File: src/rtl/gfx_pkg.sv
// Shared raster definitions: command modes, engine
// state encoding and default 320x240 geometry.
package gfx_pkg;

  localparam logic MODE_LINE = 1'b0;
  localparam logic MODE_FILL = 1'b1;

  typedef enum logic [2:0] {
    IDLE,
    SETUP,
    LINE,
    FILL,
    FINISH
  } state_t;

  localparam int DEF_X_W     = 9;
  localparam int DEF_Y_W     = 8;
  localparam int DEF_COLOR_W = 9;
  localparam int DEF_X_MAX   = 319;
  localparam int DEF_Y_MAX   = 239;

endpackage

File: src/rtl/pix_out_reg.sv
// Registered valid/ready pixel stage; data holds
// while the beat is presented but not accepted.
module pix_out_reg #(
  parameter int X_W     = 9,
  parameter int Y_W     = 8,
  parameter int COLOR_W = 9
) (
  input  logic               clk,
  input  logic               rst,
  input  logic               load,
  input  logic [X_W-1:0]     load_x,
  input  logic [Y_W-1:0]     load_y,
  input  logic [COLOR_W-1:0] load_color,
  output logic               free,
  output logic               pix_valid,
  input  logic               pix_ready,
  output logic [X_W-1:0]     pix_x,
  output logic [Y_W-1:0]     pix_y,
  output logic [COLOR_W-1:0] pix_color
);

  // Room for a new beat when empty or draining now.
  assign free = !pix_valid || pix_ready;

  // Capture a new beat only when there is room.
  always_ff @(posedge clk) begin
    if (rst) begin
      pix_valid <= 1'b0;
      pix_x     <= '0;
      pix_y     <= '0;
      pix_color <= '0;
    end else if (load && free) begin
      pix_valid <= 1'b1;
      pix_x     <= load_x;
      pix_y     <= load_y;
      pix_color <= load_color;
    end else if (pix_ready) begin
      pix_valid <= 1'b0;
    end
  end

endmodule

File: src/rtl/line_raster_engine.sv
// Bresenham line / filled rectangle rasteriser with
// clipping and a backpressured pixel output stage.
module line_raster_engine
  import gfx_pkg::*;
#(
  parameter int X_W     = DEF_X_W,
  parameter int Y_W     = DEF_Y_W,
  parameter int COLOR_W = DEF_COLOR_W,
  parameter int X_MAX   = DEF_X_MAX,
  parameter int Y_MAX   = DEF_Y_MAX
) (
  input  logic               clk,
  input  logic               rst,
  input  logic               cmd_valid,
  output logic               cmd_ready,
  input  logic               cmd_mode,
  input  logic [X_W-1:0]     cmd_x0,
  input  logic [X_W-1:0]     cmd_x1,
  input  logic [Y_W-1:0]     cmd_y0,
  input  logic [Y_W-1:0]     cmd_y1,
  input  logic [COLOR_W-1:0] cmd_color,
  output logic               pix_valid,
  input  logic               pix_ready,
  output logic [X_W-1:0]     pix_x,
  output logic [Y_W-1:0]     pix_y,
  output logic [COLOR_W-1:0] pix_color,
  output logic               busy,
  output logic               done
);

  localparam int CW =
    ((X_W > Y_W) ? X_W : Y_W) + 2;
  localparam logic [X_W-1:0] XLIM = X_W'(X_MAX);
  localparam logic [Y_W-1:0] YLIM = Y_W'(Y_MAX);

  state_t state, state_n;

  logic               mode_q;
  logic [X_W-1:0]     x0_q, x1_q;
  logic [Y_W-1:0]     y0_q, y1_q;
  logic [COLOR_W-1:0] color_q;

  logic [X_W-1:0]     cur_x, end_x, xmin;
  logic [Y_W-1:0]     cur_y, end_y;
  logic signed [CW-1:0] dx, dy, err, err_n;
  logic               sx_neg, sy_neg;
  logic               tail;

  logic [X_W-1:0]     adx;
  logic [Y_W-1:0]     ady;
  logic signed [CW:0] e2, dxe, dye;
  logic               stx, sty;
  logic               free, run, step;
  logic               at_end, visible, load;

  assign adx = (x1_q >= x0_q) ? x1_q - x0_q
                              : x0_q - x1_q;
  assign ady = (y1_q >= y0_q) ? y1_q - y0_q
                              : y0_q - y1_q;

  assign e2  = {err, 1'b0};
  assign dxe = {dx[CW-1], dx};
  assign dye = {dy[CW-1], dy};
  // Both tests use the error value before this step.
  assign stx = e2 > -dye;
  assign sty = e2 < dxe;

  assign run     = (state == LINE) || (state == FILL);
  assign step    = run && !tail && free;
  assign at_end  = (cur_x == end_x) && (cur_y == end_y);
  assign visible = (cur_x <= XLIM) && (cur_y <= YLIM);
  assign load    = step && visible;

  // Bresenham error update for the next point.
  always_comb begin
    err_n = err;
    if (stx) err_n = err_n - dy;
    if (sty) err_n = err_n + dx;
  end

  // State register.
  always_ff @(posedge clk) begin
    if (rst) state <= IDLE;
    else     state <= state_n;
  end

  // Next state and handshake/status outputs.
  always_comb begin
    state_n   = state;
    cmd_ready = 1'b0;
    busy      = 1'b1;
    done      = 1'b0;
    unique case (state)
      IDLE: begin
        cmd_ready = 1'b1;
        busy      = 1'b0;
        if (cmd_valid) state_n = SETUP;
      end
      SETUP: begin
        state_n = (mode_q == MODE_FILL) ? FILL
                                        : LINE;
      end
      LINE, FILL: begin
        if (tail && free) state_n = FINISH;
      end
      FINISH: begin
        done    = 1'b1;
        state_n = IDLE;
      end
      default: state_n = IDLE;
    endcase
  end

  // Command latch, setup maths and point stepping.
  always_ff @(posedge clk) begin
    if (rst) begin
      tail <= 1'b0;
    end else begin
      case (state)
        IDLE: begin
          if (cmd_valid) begin
            mode_q  <= cmd_mode;
            x0_q    <= cmd_x0;
            x1_q    <= cmd_x1;
            y0_q    <= cmd_y0;
            y1_q    <= cmd_y1;
            color_q <= cmd_color;
          end
        end
        SETUP: begin
          tail   <= 1'b0;
          dx     <= $signed(CW'(adx));
          dy     <= $signed(CW'(ady));
          err    <= $signed(CW'(adx))
                  - $signed(CW'(ady));
          sx_neg <= x1_q < x0_q;
          sy_neg <= y1_q < y0_q;
          if (mode_q == MODE_FILL) begin
            xmin  <= (x1_q < x0_q) ? x1_q : x0_q;
            cur_x <= (x1_q < x0_q) ? x1_q : x0_q;
            end_x <= (x1_q < x0_q) ? x0_q : x1_q;
            cur_y <= (y1_q < y0_q) ? y1_q : y0_q;
            end_y <= (y1_q < y0_q) ? y0_q : y1_q;
          end else begin
            cur_x <= x0_q;
            cur_y <= y0_q;
            end_x <= x1_q;
            end_y <= y1_q;
          end
        end
        LINE: begin
          if (step) begin
            if (at_end) begin
              tail <= 1'b1;
            end else begin
              err <= err_n;
              if (stx)
                cur_x <= sx_neg ? cur_x - X_W'(1)
                                : cur_x + X_W'(1);
              if (sty)
                cur_y <= sy_neg ? cur_y - Y_W'(1)
                                : cur_y + Y_W'(1);
            end
          end
        end
        FILL: begin
          if (step) begin
            if (at_end) begin
              tail <= 1'b1;
            end else if (cur_x == end_x) begin
              cur_x <= xmin;
              cur_y <= cur_y + Y_W'(1);
            end else begin
              cur_x <= cur_x + X_W'(1);
            end
          end
        end
        default: tail <= 1'b0;
      endcase
    end
  end

  pix_out_reg #(
    .X_W     (X_W),
    .Y_W     (Y_W),
    .COLOR_W (COLOR_W)
  ) u_out (
    .clk        (clk),
    .rst        (rst),
    .load       (load),
    .load_x     (cur_x),
    .load_y     (cur_y),
    .load_color (color_q),
    .free       (free),
    .pix_valid  (pix_valid),
    .pix_ready  (pix_ready),
    .pix_x      (pix_x),
    .pix_y      (pix_y),
    .pix_color  (pix_color)
  );

endmodule

File: config.mk
export PLATFORM = sky130hd
export DESIGN_NAME = line_raster_engine
export DESIGN_NICKNAME = d
export VERILOG_FILES = /design/src/rtl/gfx_pkg.sv /design/src/rtl/pix_out_reg.sv /design/src/rtl/line_raster_engine.sv
export SDC_FILE = /design/constraint.sdc
export NUM_CORES = 1
export LEC_CHECK = 0
export ABC_AREA = 1
export BUFFER_PORTS_ARGS = -buffer_cell sky130_fd_sc_hd__buf_2
export CORE_MARGIN = 4
export CORE_UTILIZATION = 60
export CTS_BUF_LIST = sky130_fd_sc_hd__clkbuf_16
export DETAILED_ROUTE_END_ITERATION = 6
export GPL_TIMING_DRIVEN = 1
export PLACE_DENSITY = 0.8
export SKIP_LAST_GASP = 1
export SYNTH_ARGS = -nofsm -noshare
export SYNTH_HDL_FRONTEND = slang
export SYNTH_HIERARCHICAL = 1
export SYNTH_SLANG_ARGS = --single-unit
File: constraint.sdc
create_clock -name clk -period 5.4 [get_ports clk]
set_clock_uncertainty 0.15 [all_clocks]
set_input_delay 0.54 -clock clk [delete_from_list [all_inputs] [get_ports clk]]
set_output_delay 0.54 -clock clk [all_outputs]
set_load 0.05 [all_outputs]
==> flow_summary.json <==
{
  "start_util_pct": 61.8,
  "synth.area.top_cells": "edfxtp_1 (34%), nand2_1 (10%), ha_1 (9.8%)",
  "multi_input_area_sq_um": 5270,
  "startpoint": "dy[1]",
  "yosysWarnings": 6,
  "cts_tree": "yes",
  "rsz0062_at_grt": "no",
  "place_area_sq_um": 10800,
  "synth.distinct_cells": 51,
  "area_growth_pct": 10.4,
  "finalWorstSetupSlack_ps": 646,
  "fmax_ghz": 0.210,
  "dieArea_sq_um": 19400,
  "critical-path-top-delay-family": "simple AND/OR/NAND/NOR gates",
  "via_per_inst": 5.60,
  "grt_pass1_wl_um": 40600,
  "crit_fanout": 20,
  "synth.most_common_cell": "nand2_1",
  "place_congestion": 0.949,
  "syn-num-nets": 1416,
  "coreArea_sq_um": 16800,
  "timing.rr.end": "err[10]",
  "cts_made_buffers": 17,
  "drtIter0Drc": 771,
  "vias": 8853,
  "preCtsSetupSlack_ps": 441,
  "crit_path_end": "err[10]",
  "grt-ovfl-total": 0,
  "final_area_sq_um": 11400,
  "setup_violations": 0,
  "totalWireLength_um": 24800,
  "ys_seq_area_share_pct": 39.9,
  "max_cap_viol_count": 0,
  "yosys.area.top_type": "edfxtp_1",
  "endpoint_kind": "flip-flop",
  "cpMostUsedCell": "nand2_1",
  "ir_drop_mv": 0.414,
  "synth_flop_cell": "edfxtp_1",
  "grtUsageMet2_pct": 39.8,
  "worstMarginPinSlew_ps": 1200,
  "layout.nets": 1482,
  "crit_arrival_ps": 4780,
  "r2r_cells": 29,
  "clock_latency_ps": 430,
  "path_class": "flip-flop to flip-flop",
  "use_met1_pct": 36.6,
  "reg2reg_slack_ps": 650,
  "gr-max-usage-layer": "met2",
  "port_buffers": 77,
  "finalCritPeriodShare_pct": 88.0,
  "rows": 47,
  "maxSlewViolCount": 0,
  "cp_num_cells": 29,
  "synth_common_cells": "nand2_1 (280), inv_1 (188), edfxtp_1 (117)",
  "die_h_um": 139,
  "cts_buffer_depth": 2,
  "netlist_instances": 1280,
  "min_period_ps": 4750,
  "cts_resized": 0,
  "crit_required_ps": 5430,
  "leakagePower_nw": 5.29,
  "grtUsageMet3_pct": 4.73,
  "htreeDepth": 4,
  "postRouteAntennaNets": 0,
  "status": "finished clean",
  "fillers": 1356,
  "antenna_found_initial": 1,
  "cts_sinks": 148,
  "netlist_area_sq_um": 10400,
  "slowest_delay_ps": 420,
  "critPathLaunchType": "flip-flop",
  "slew_headroom_pct": 20.1,
  "drive_above_1_share_pct": 11.3,
  "postCtsSetupRepairBufs": 0,
  "first_pass_iters": 6,
  "tns_ps": 0,
  "routedWlPerCell_um": 15.7,
  "crit_path_top_delay_cell": "edfxtp_1",
  "die_x_um": 139,
  "root_buffer": "clkbuf_16",
  "synth-seq-cells": 148,
  "hold_violations": 0,
  "p_per_area_nw_per_um2": 518,
  "total_power_mw": 5.92,
  "hold_class": "input pin to flip-flop",
  "ios": 78,
  "drc": 0,
  "cts_hold_buf": 0,
  "synth_area_per_cell_sq_um": 8.09,
  "seq_area_sq_um": 4130,
  "reg2reg_from": "dy[1]",
  "grt_pass1_vias": 8179,
  "synth_top_cell_area_share_pct": 33.9,
  "path_buf_inv": 3,
  "synthArstFlopShare_pct": 0,
  "gr-usage-all-layers_pct": 25.7,
  "path_clk_slew_ps": 70,
  "grt_start_max_net_pins": 55,
  "dp_hpwl_um": 18700,
  "synth-edff-count": 117
}
[state kept, by name, indices dropped and copies added (netlist names), 3 cells and up]
signal           count
cur_y                8
dx                   9
dy                   8
x0_q                 9
state                3
u_out/pix_y          8
u_out/pix_x          9
color_q              9
y0_q                 8
end_y                8
xmin                 9
err                 11
u_out/pix_color      9
x1_q                 9
cur_x                9
y1_q                 8
end_x                9
[where the power goes]
part	switching (mW)	total, mW	internal [mW]
combinational	1.96	2.93	0.975
sequential	0.226	1.81	1.58
clock	0.507	1.18	0.676
[per-layer routing]
| layer | wire (um) | vias to the layer above |
|---|---|---|
| met4 | 451 | 2 |
| met2 | 11300 | 366 |
| met1 | 10900 | 4061 |
| li1 | - | 4388 |
| met3 | 2160 | 36 |
| met5 | 7 | - |
[worst min path at each step]
stage | start | to | depth (start not counted)
6_report | cmd_y1[4] | y1_q[4] | 1
5_1_grt | cmd_y1[2] | y1_q[2] | 1
4_1_cts | cmd_y1[4] | y1_q[4] | 1
3_5_place_dp | tail | tail | 2
3_3_place_gp | tail | tail | 2
2_1_floorplan | tail | tail | 2
[logic make-up after synthesis]
group / synth area share [%]
buf+inv: 9.43
fa+ha+maj: 11.1
compound gates: 12.4
simple gates: 21.8
xor+xnor: 5.25
flops: 39.9
[per-stage QoR]
stage	hold WS (ps)	util [%]	instances
after floorplan	291	-	1280
after global placement	302	64.6	1547
after detailed placement	308	64.6	1547
after CTS	119	68.1	1579
after global routing	113	68.2	1579
final	131	68.2	1580
[layout make-up]
| cell class | count | share of cell area, % |
|---|---|---|
| Antenna cell | 1 | 0.0219 |
| Clock inverter | 14 | 1.19 |
| Clock buffer | 18 | 3.94 |
| Sequential cell | 148 | 36.2 |
| Tap cell | 220 | 2.41 |
| Inverter | 198 | 6.53 |
| Multi-Input combinational cell | 901 | 46.2 |
| Timing Repair Buffer | 80 | 3.57 |
[placed cells by master, fill, tap and decap left out, types with 4 or more instances in the layout]
cell,count
inv_1,188
a21oi_1,95
inv_2,10
dfxtp_1,31
fa_1,7
a21o_1,4
nand2_1,280
o211ai_1,7
xnor2_1,17
nand2_2,4
nand4_1,21
ha_1,81
nor3_1,10
inv_6,5
nand3_1,76
a31oi_1,5
o21ai_1,16
o21ai_0,82
clkbuf_16,18
nor2_2,7
edfxtp_1,117
o221ai_1,6
o31ai_1,4
xor2_1,45
nand3b_1,4
nor2_1,90
buf_2,77
(Power assumes the default switching activity.)
